`src/rtl/acx_axi_req_arb.sv`:
```
// acx_axi_req_arb
// Round-robin, packet-locked arbiter that shares one request FIFO among
// NUM_REQ requesters. One requester is granted for a whole packet, and every
// pushed word is tagged {id, last, data} so the FIFO consumer can route
// responses.
//
// Handshake: a requester beat moves when i_req_valid[k] & o_req_ready[k].
// The FIFO side moves a word when o_push & i_accept. In XFER these are the
// same event for the granted requester g, because o_req_ready[g] = i_accept
// and o_push = i_req_valid[g]. A requester that raises valid holds valid and
// data stable until it sees ready.
//
// Ports
//   i_clk, i_rstn   clock, asynchronous active-low reset
//   i_req_valid     per-requester beat valid
//   i_req_last      per-requester last beat of packet
//   i_req_data      payloads, requester k at [k*WIDTH +: WIDTH]
//   o_req_ready     per-requester beat accepted
//   o_push          push strobe to the FIFO
//   o_push_data     pushed word {id, last, data}
//   i_accept        FIFO can take a word this cycle
//   o_grant         one-hot current grant, zero in ARB
//   o_busy          packet in progress (state XFER)
//   o_err_overlen   one-cycle pulse after a grant was force-released
module acx_axi_req_arb #(
   parameter int NUM_REQ   = 4,
   parameter int ID_W      = 2,
   parameter int WIDTH     = 8,
   parameter int MAX_BEATS = 16,
   parameter int BEAT_W    = 5
) (
   input  logic                     i_clk,
   input  logic                     i_rstn,
   input  logic [NUM_REQ-1:0]       i_req_valid,
   input  logic [NUM_REQ-1:0]       i_req_last,
   input  logic [NUM_REQ*WIDTH-1:0] i_req_data,
   output logic [NUM_REQ-1:0]       o_req_ready,
   output logic                     o_push,
   output logic [ID_W+WIDTH:0]      o_push_data,
   input  logic                     i_accept,
   output logic [NUM_REQ-1:0]       o_grant,
   output logic                     o_busy,
   output logic                     o_err_overlen
);

   typedef enum logic {
      ARB  = 1'b0,
      XFER = 1'b1
   } state_t;

   state_t            state, state_nxt;
   logic [ID_W-1:0]   gnt_id, gnt_nxt;
   logic [ID_W-1:0]   rr_ptr, rr_nxt;
   logic [BEAT_W-1:0] beat_cnt, cnt_nxt;
   logic              err_nxt;

   logic              win_found;
   logic [ID_W-1:0]   win_id;
   logic [ID_W:0]     cand;
   logic [ID_W-1:0]   rr_inc;

   logic              sel_valid;
   logic              sel_last;
   logic [WIDTH-1:0]  sel_data;
   logic              beat;
   logic              force_rel;

   // Round-robin search: walk upward from rr_ptr, wrapping at NUM_REQ.
   // cand carries one extra bit so the wrap works for any NUM_REQ.
   always_comb begin
      win_found = 1'b0;
      win_id    = '0;
      cand      = '0;
      for (int i = 0; i < NUM_REQ; i++) begin
         cand = {1'b0, rr_ptr} + (ID_W+1)'(i);
         if (cand >= (ID_W+1)'(NUM_REQ)) begin
            cand = cand - (ID_W+1)'(NUM_REQ);
         end
         if (!win_found && i_req_valid[cand[ID_W-1:0]]) begin
            win_found = 1'b1;
            win_id    = cand[ID_W-1:0];
         end
      end
   end

   // Signals of the currently granted requester.
   always_comb begin
      sel_valid = 1'b0;
      sel_last  = 1'b0;
      sel_data  = '0;
      for (int k = 0; k < NUM_REQ; k++) begin
         if (gnt_id == ID_W'(k)) begin
            sel_valid = i_req_valid[k];
            sel_last  = i_req_last[k];
            sel_data  = i_req_data[k*WIDTH +: WIDTH];
         end
      end
   end

   assign rr_inc    = (gnt_id == ID_W'(NUM_REQ-1)) ? '0 : gnt_id + ID_W'(1);
   assign beat      = (state == XFER) && sel_valid && i_accept;
   // The MAX_BEATS-th beat without last ends the grant; the rest of that
   // packet competes again as a fresh packet.
   assign force_rel = beat && !sel_last && (beat_cnt == BEAT_W'(MAX_BEATS-1));

   // Next-state logic
   always_comb begin
      state_nxt = state;
      gnt_nxt   = gnt_id;
      rr_nxt    = rr_ptr;
      cnt_nxt   = beat_cnt;
      err_nxt   = 1'b0;
      case (state)
         ARB: begin
            if (win_found) begin
               gnt_nxt   = win_id;
               cnt_nxt   = '0;
               state_nxt = XFER;
            end
         end
         XFER: begin
            if (beat) begin
               cnt_nxt = beat_cnt + BEAT_W'(1);
               err_nxt = force_rel;
               if (sel_last || force_rel) begin
                  state_nxt = ARB;
                  rr_nxt    = rr_inc;
               end
            end
         end
         default: state_nxt = ARB;
      endcase
   end

   always_ff @(posedge i_clk or negedge i_rstn) begin
      if (!i_rstn) begin
         state         <= ARB;
         gnt_id        <= '0;
         rr_ptr        <= '0;
         beat_cnt      <= '0;
         o_err_overlen <= 1'b0;
      end else begin
         state         <= state_nxt;
         gnt_id        <= gnt_nxt;
         rr_ptr        <= rr_nxt;
         beat_cnt      <= cnt_nxt;
         o_err_overlen <= err_nxt;
      end
   end

   // Outputs are gated by state, so the asynchronous reset (state -> ARB)
   // clears them immediately.
   always_comb begin
      o_grant     = '0;
      o_req_ready = '0;
      o_push      = 1'b0;
      o_push_data = '0;
      if (state == XFER) begin
         for (int k = 0; k < NUM_REQ; k++) begin
            if (gnt_id == ID_W'(k)) begin
               o_grant[k]     = 1'b1;
               o_req_ready[k] = i_accept;
            end
         end
         o_push      = sel_valid;
         o_push_data = {gnt_id, sel_last, sel_data};
      end
   end

   assign o_busy = (state == XFER);

endmodule
```
`config.mk`:
```
export PLATFORM = sky130hd
export DESIGN_NAME = acx_axi_req_arb
export DESIGN_NICKNAME = d
export VERILOG_FILES = /design/src/rtl/acx_axi_req_arb.sv
export SDC_FILE = /design/constraint.sdc
export NUM_CORES = 1
export LEC_CHECK = 0
export BUFFER_PORTS_ARGS = -buffer_cell sky130_fd_sc_hd__buf_2
export CAP_MARGIN = 20
export CORE_UTILIZATION = 43
export DETAILED_ROUTE_END_ITERATION = 8
export HOLD_SLACK_MARGIN = 0.08
export PLACE_DENSITY = 0.9
export SLEW_MARGIN = 20
export SYNTH_ARGS = -nofsm -noshare
export SYNTH_HDL_FRONTEND = slang
export SYNTH_SLANG_ARGS = --single-unit
```
`constraint.sdc`:
```
create_clock -name i_clk -period 2.5 [get_ports i_clk]
set_clock_uncertainty 0.2 [all_clocks]
set_input_delay 0.5 -clock i_clk [delete_from_list [all_inputs] [get_ports i_clk]]
set_output_delay 0.5 -clock i_clk [all_outputs]
set_load 0.02 [all_outputs]
```
==> flow_summary.toml, run 1 <==
[sta]
worstMarginPinSlew_ns = 0.319
period_needed_ns = 2.53
setup_tns_ns = -0.0332
holdWs_ns = 0.298
fin_crit_sh_pct = 101
rsz0062_at_grt = "yes"
slew-limit-headroom_pct = 78.7
hold_violations = 0
maxSlewViolCount = 0
max_freq_mhz = 395
setup_slack_ns = -0.0332
setup_viol = 1

[floorplanning]
die_area_um2 = 2760
rows = 17
die_h_um = 52.5
die_w_um = 52.5
start_util_pct = 47.4
io-pin-count = 65
core_area_um2 = 2320

[synthesis]
synth.distinct_cells = 32
async_reset_ff_share_pct = 100
yosys.area.top_type_share_pct = 25.1
synth-main-ff-cell = "dfrtp_1"
synth-seq-cells = 11
synth_edf_count = 0
ys_seq_area_share_pct = 25.1
synth_most_common_cell = "nand2_1"
yosys_warnings = 0
synth_cells = 133
syn_area_um2 = 1100
syn_nets = 182
ys_top_cells_by_count = "nand2_1 (16), a21oi_1 (11), dfrtp_1 (11), o21ai_0 (9)"
synth_area_leaders = "dfrtp_1 (25%), ha_1 (6.8%), a22o_1 (6.4%), and3b_1 (6.4%), mux2i_1 (5.5%)"
yosys.area.top_type = "dfrtp_1"
post_synth.cell_area_avg_um2 = 8.26

[critical_path]
cp_max_fo = 8
cp.arrival_ns = 1.83
critPathKind = "register to output port"
required_ns = 1.80
critical_path.startpoint_type = "register"
end_kind = "output port"

[layout]
regArea_um2 = 277
fillerInstances = 174
diodes = 0
synthToLayoutAreaGrowth_pct = 52.6
multi_input_area_um2 = 847
fin_nets = 255
drive_gt1_share_pct = 49.3

[min_path]
hold_class = "register to register"

[route]
drt_first_pass_iters = 4
post_drt_via_cell_ratio = 5.55
wire_per_inst_um = 14.5
vias = 1292
drc = 0
ant_nets = 0
first_iter_violations = 33
finalWirelength_um = 3380

[placed_design]
gp_congestion = 0.857
io_buffers = 64
hpwlAfterDp_um = 2360

[cts]
ctsLongestPathBuffers = 2
cts_tree = "built"
cts_max_level = 1
insertion_delay_ns = 0.27
clock-sinks = 11
cts_made_buffers = 3
cts_root_buf = "clkbuf_4"
clk_pin_slew_ns = 0.07

[global_route]
grt_pass1_wl_um = 4750
grt_max_degree = 19
grt-ovfl-total = 0
grt_usage_pct = 23.8
antenna_found_initial = 0
grt_pass1_vias = 1140

[job]
maxCapViolCount = 0

[power]
irDropWorstVdd_mv = 0.892
cellPowerDensity_nw_per_um2 = 1270
leakagePower_uw = 0.000901

[run_status]
violations = "negative setup slack"
status = "finished with violations"
[flip-flops by register name, indices dropped and copies added, names as in the netlist]
| register | flops |
|---|---|
| beat_cnt | 5 |
| gnt_id | 2 |
| o_busy | 1 |
| o_err_overlen | 1 |
| rr_ptr | 2 |
[critical path, cell delays in order (launching register included)]
cell and delay, ns:
dfrtp_2 0.45, ha_4 0.19, buf_6 0.13, nand3b_1 0.16, a221oi_2 0.31, and2_4 0.21, buf_6 0.11
[placed cells by master, fill, tap and decap left out, types with 2 or more instances in the layout]
cell type	instances
a211oi_4	2
a21oi_1	7
a21oi_2	4
a22o_1	8
and2_1	6
and2_4	2
and3_1	6
and3b_1	8
buf_2	58
buf_4	15
buf_6	5
clkbuf_4	3
dfrtp_1	10
ha_1	2
ha_4	4
inv_1	4
inv_2	2
mux2_1	2
mux2i_1	6
nand2_1	16
nand2b_1	2
nand4_1	2
nor2_1	3
nor3b_1	2
o21a_1	2
o21ai_0	5
o21ai_1	4
[logic make-up (layout without fill, tap and decap cells)]
family                   count (synthesis)  in the layout  synth area share (%)
adder cells (fa/ha/maj)                  6              6                  6.83
AO/OA/AOI/OAI                           37             37                  24.1
multiplexers                             8              8                  7.52
flip-flops                              11             11                  25.1
AND/OR/NAND/NOR                         54             54                  30.0
buffers and inverters                   17             89                  6.49
[path summary, 6_finish.rpt]
path	start	cells past startpoint	slack (ns)	end
min in group asynchronous	i_rstn	2	0.43	beat_cnt[4]
max in group asynchronous	i_rstn	2	1.45	gnt_id[0]
min	beat_cnt[2]	1	0.30	beat_cnt[2]
max	gnt_id[0]	6	-0.03	o_push_data[8]
max reg2reg	gnt_id[0]	8	0.13	rr_ptr[1]
min reg2reg	beat_cnt[2]	1	0.30	beat_cnt[2]
[layout make-up]
cell class | instances | share of cell area (%)
Tap cell | 28 | 2.09
Clock buffer | 4 | 1.57
Inverter | 6 | 1.34
Timing Repair Buffer | 79 | 28.0
Multi-Input combinational cell | 105 | 50.5
Sequential cell | 11 | 16.5
[where the power goes]
group          internal [uW]  switching [uW]
registers                242            61.7
clock network           61.8            58.6
logic                    818             891
[stage by stage]
step / setup WS (ns) / instances / total power (uW) / util, % / cell area, um2
floorplan: 0.249 / 133 / 1260 / - / 1100
global placement: 0.134 / 221 / 1640 / 62.9 / 1460
detailed placement: 0.0105 / 221 / 1670 / 62.9 / 1460
CTS: -0.0182 / 231 / 1950 / 68.8 / 1590
global route: -0.0988 / 233 / 2280 / 72.3 / 1680
finish: -0.0332 / 233 / 2130 / 72.3 / 1680
[timing repair]
action / 4_1_cts / 5_1_grt
hold buffers: 1 / 0
endpoints found under the setup margin: 10 / 10
pin swaps: 3 / 4
gates cloned: 0 / 0
setup buffers: 5 / 2
endpoints found under the hold margin: 11 / 0
gates resized for setup: 17 / 22
[metal layers]
| metal | up-vias | routed length, um | track usage, % |
|---|---|---|---|
| met5 | - | 0 | 0 |
| met4 | 0 | 83 | 15.8 |
| met3 | 11 | 234 | 1.74 |
| met2 | 71 | 1690 | 43.7 |
| met1 | 585 | 1370 | 25.7 |
| li1 | 625 | - | - |
Note: power is estimated with default switching activity, not from simulation.
==> run 2, diff against run 1 <==
--- a/config.mk
+++ b/config.mk
@@ -11,7 +11,7 @@
 export DETAILED_ROUTE_END_ITERATION = 8
 export HOLD_SLACK_MARGIN = 0.08
 export PLACE_DENSITY = 0.9
-export SLEW_MARGIN = 20
+export SKIP_CTS_REPAIR_TIMING = 1
 export SYNTH_ARGS = -nofsm -noshare
 export SYNTH_HDL_FRONTEND = slang
 export SYNTH_SLANG_ARGS = --single-unit
==> run 2 against run 1 <==
Net effect: the flow still finishes with violations (negative setup slack); total power down 0.61%; flip-flop and latch count unchanged; register-to-register slack about the same; design area up 0.15%.
==> flow_summary.toml, run 2 (synthesized netlist as in run 1, its figures left out) <==
[run_status]
status = "finished with violations"
violations = "negative setup slack"

[route]
post_drt_via_cell_ratio = 5.43
first_iter_violations = 18
drt_first_pass_iters = 4
wire_per_inst_um = 14.0
vias = 1288
drc = 0
ant_nets = 0
finalWirelength_um = 3330

[layout]
diodes = 0
top_register = "beat_cnt"
final_cell_mix = "buf_2 (59), buf_4 (19), nand2_1 (16), dfrtp_1 (9)"
drive_gt1_share_pct = 50.7
fillerInstances = 179
synthToLayoutAreaGrowth_pct = 52.8
final_cell_area_um2 = 1680
fin_nets = 259
largest_reg_flops = 5
reg_top3 = "beat_cnt (5), gnt_id (2), rr_ptr (2)"
layout_commonest_cell = "buf_2"

[cts]
clock-sinks = 11
insertion_delay_ns = 0.28
ctsLongestPathBuffers = 2
clk_pin_slew_ns = 0.07
cts_max_level = 1
cts_tree = "built"
cts_root_buf = "clkbuf_4"
cts_made_buffers = 3

[placed_design]
postPlaceCellArea_um2 = 1460
io_buffers = 64
place_ws_ns = 0.0105
gp_congestion = 0.857
hpwlAfterDp_um = 2360

[global_route]
grt_max_degree = 19
grt-ovfl-total = 0
grt_pass1_vias = 1065
antenna_found_initial = 0
grt_pass1_wl_um = 4400
grt_usage_pct = 22.0

[critical_path]
cp_common_cell = "buf_6"
critical_path.startpoint_type = "register"
crit_chain = "ha_4, buf_6, nand3b_1, a221oi_2, and2_1, buf_6"
required_ns = 1.80
critPathKind = "register to output port"
cp_max_fo = 8
slowest_stage = "dfrtp_2"
end_kind = "output port"
cp.arrival_ns = 1.87
critPathMaxStageDelay_ns = 0.45

[sta]
max_freq_mhz = 390
worstMarginPinSlew_ns = 0.349
fin_crit_sh_pct = 103
maxSlewViolCount = 0
setup_slack_ns = -0.0666
rsz0062_at_grt = "yes"
holdWs_ns = 0.299
setup_tns_ns = -0.0944
period_needed_ns = 2.57
setup_viol = 4
hold_violations = 0
slew-limit-headroom_pct = 76.6

[floorplanning]
start_util_pct = 47.4
die_w_um = 52.5
rows = 17
core_area_um2 = 2320
io-pin-count = 65
die_area_um2 = 2760
die_h_um = 52.5

[min_path]
hold_class = "register to register"

[power]
cellPowerDensity_nw_per_um2 = 1260
leakagePower_uw = 0.000905
irDropWorstVdd_mv = 0.909

[job]
maxCapViolCount = 0
[run 2: changes by cell type in the layout (fill, tap and decap cells not counted), sizes merged]
cell | previous run | this run
buf | 78 | 82
[run 2: worst paths after layout]
check / from / endpoint / slack (ns) / cells after the start
min in group asynchronous: i_rstn / beat_cnt[3] / 0.42 / 2
max in group asynchronous: i_rstn / gnt_id[1] / 1.46 / 2
min reg2reg: beat_cnt[2] / beat_cnt[2] / 0.30 / 1
min: beat_cnt[2] / beat_cnt[2] / 0.30 / 1
max reg2reg: gnt_id[1] / rr_ptr[1] / 0.14 / 8
max: gnt_id[0] / o_push_data[8] / -0.07 / 6
[run 2: power breakdown]
part	switching, uW	internal, uW	total (uW)
registers	64.5	243	307
clock network	62.1	62.0	124
logic	877	812	1690
total	1000	1120	2120
[run 2: metal layers]
| layer | track usage, % | up-vias | wire, um |
|---|---|---|---|
| met5 | 0 | - | 0 |
| met4 | 13.6 | 0 | 54 |
| met3 | 1.74 | 4 | 230 |
| met2 | 39.7 | 62 | 1710 |
| met1 | 24.7 | 595 | 1330 |
| li1 | - | 627 | - |
[run 2: area by class of cell]
type,count,area (um2),share of cell area [%]
timing repair buffer,83,493,29.4
inverter,6,25.0,1.49
tap,28,35.0,2.09
clock buffer,4,26.3,1.56
sequential,11,278,16.5
multi-input combinational,105,822,49.0
[run 2: critical path, delay by kind of cell (launching register included)]
| kind | cells | cell delay (ns) |
|---|---|---|
| fa+ha+maj | 1 | 0.20 |
| flops | 1 | 0.45 |
| compound gates | 1 | 0.30 |
| buf+inv | 2 | 0.26 |
| simple gates | 2 | 0.38 |
[run 2: stage by stage]
stage / std cells / total power [uW] / util [%]
3_5_place_dp: 221 / 1670 / 62.9
6_report: 237 / 2120 / 72.4
2_1_floorplan: 133 / 1260 / -
4_1_cts: 225 / 1800 / 64.0
5_1_grt: 237 / 2260 / 72.4
3_3_place_gp: 221 / 1640 / 62.9
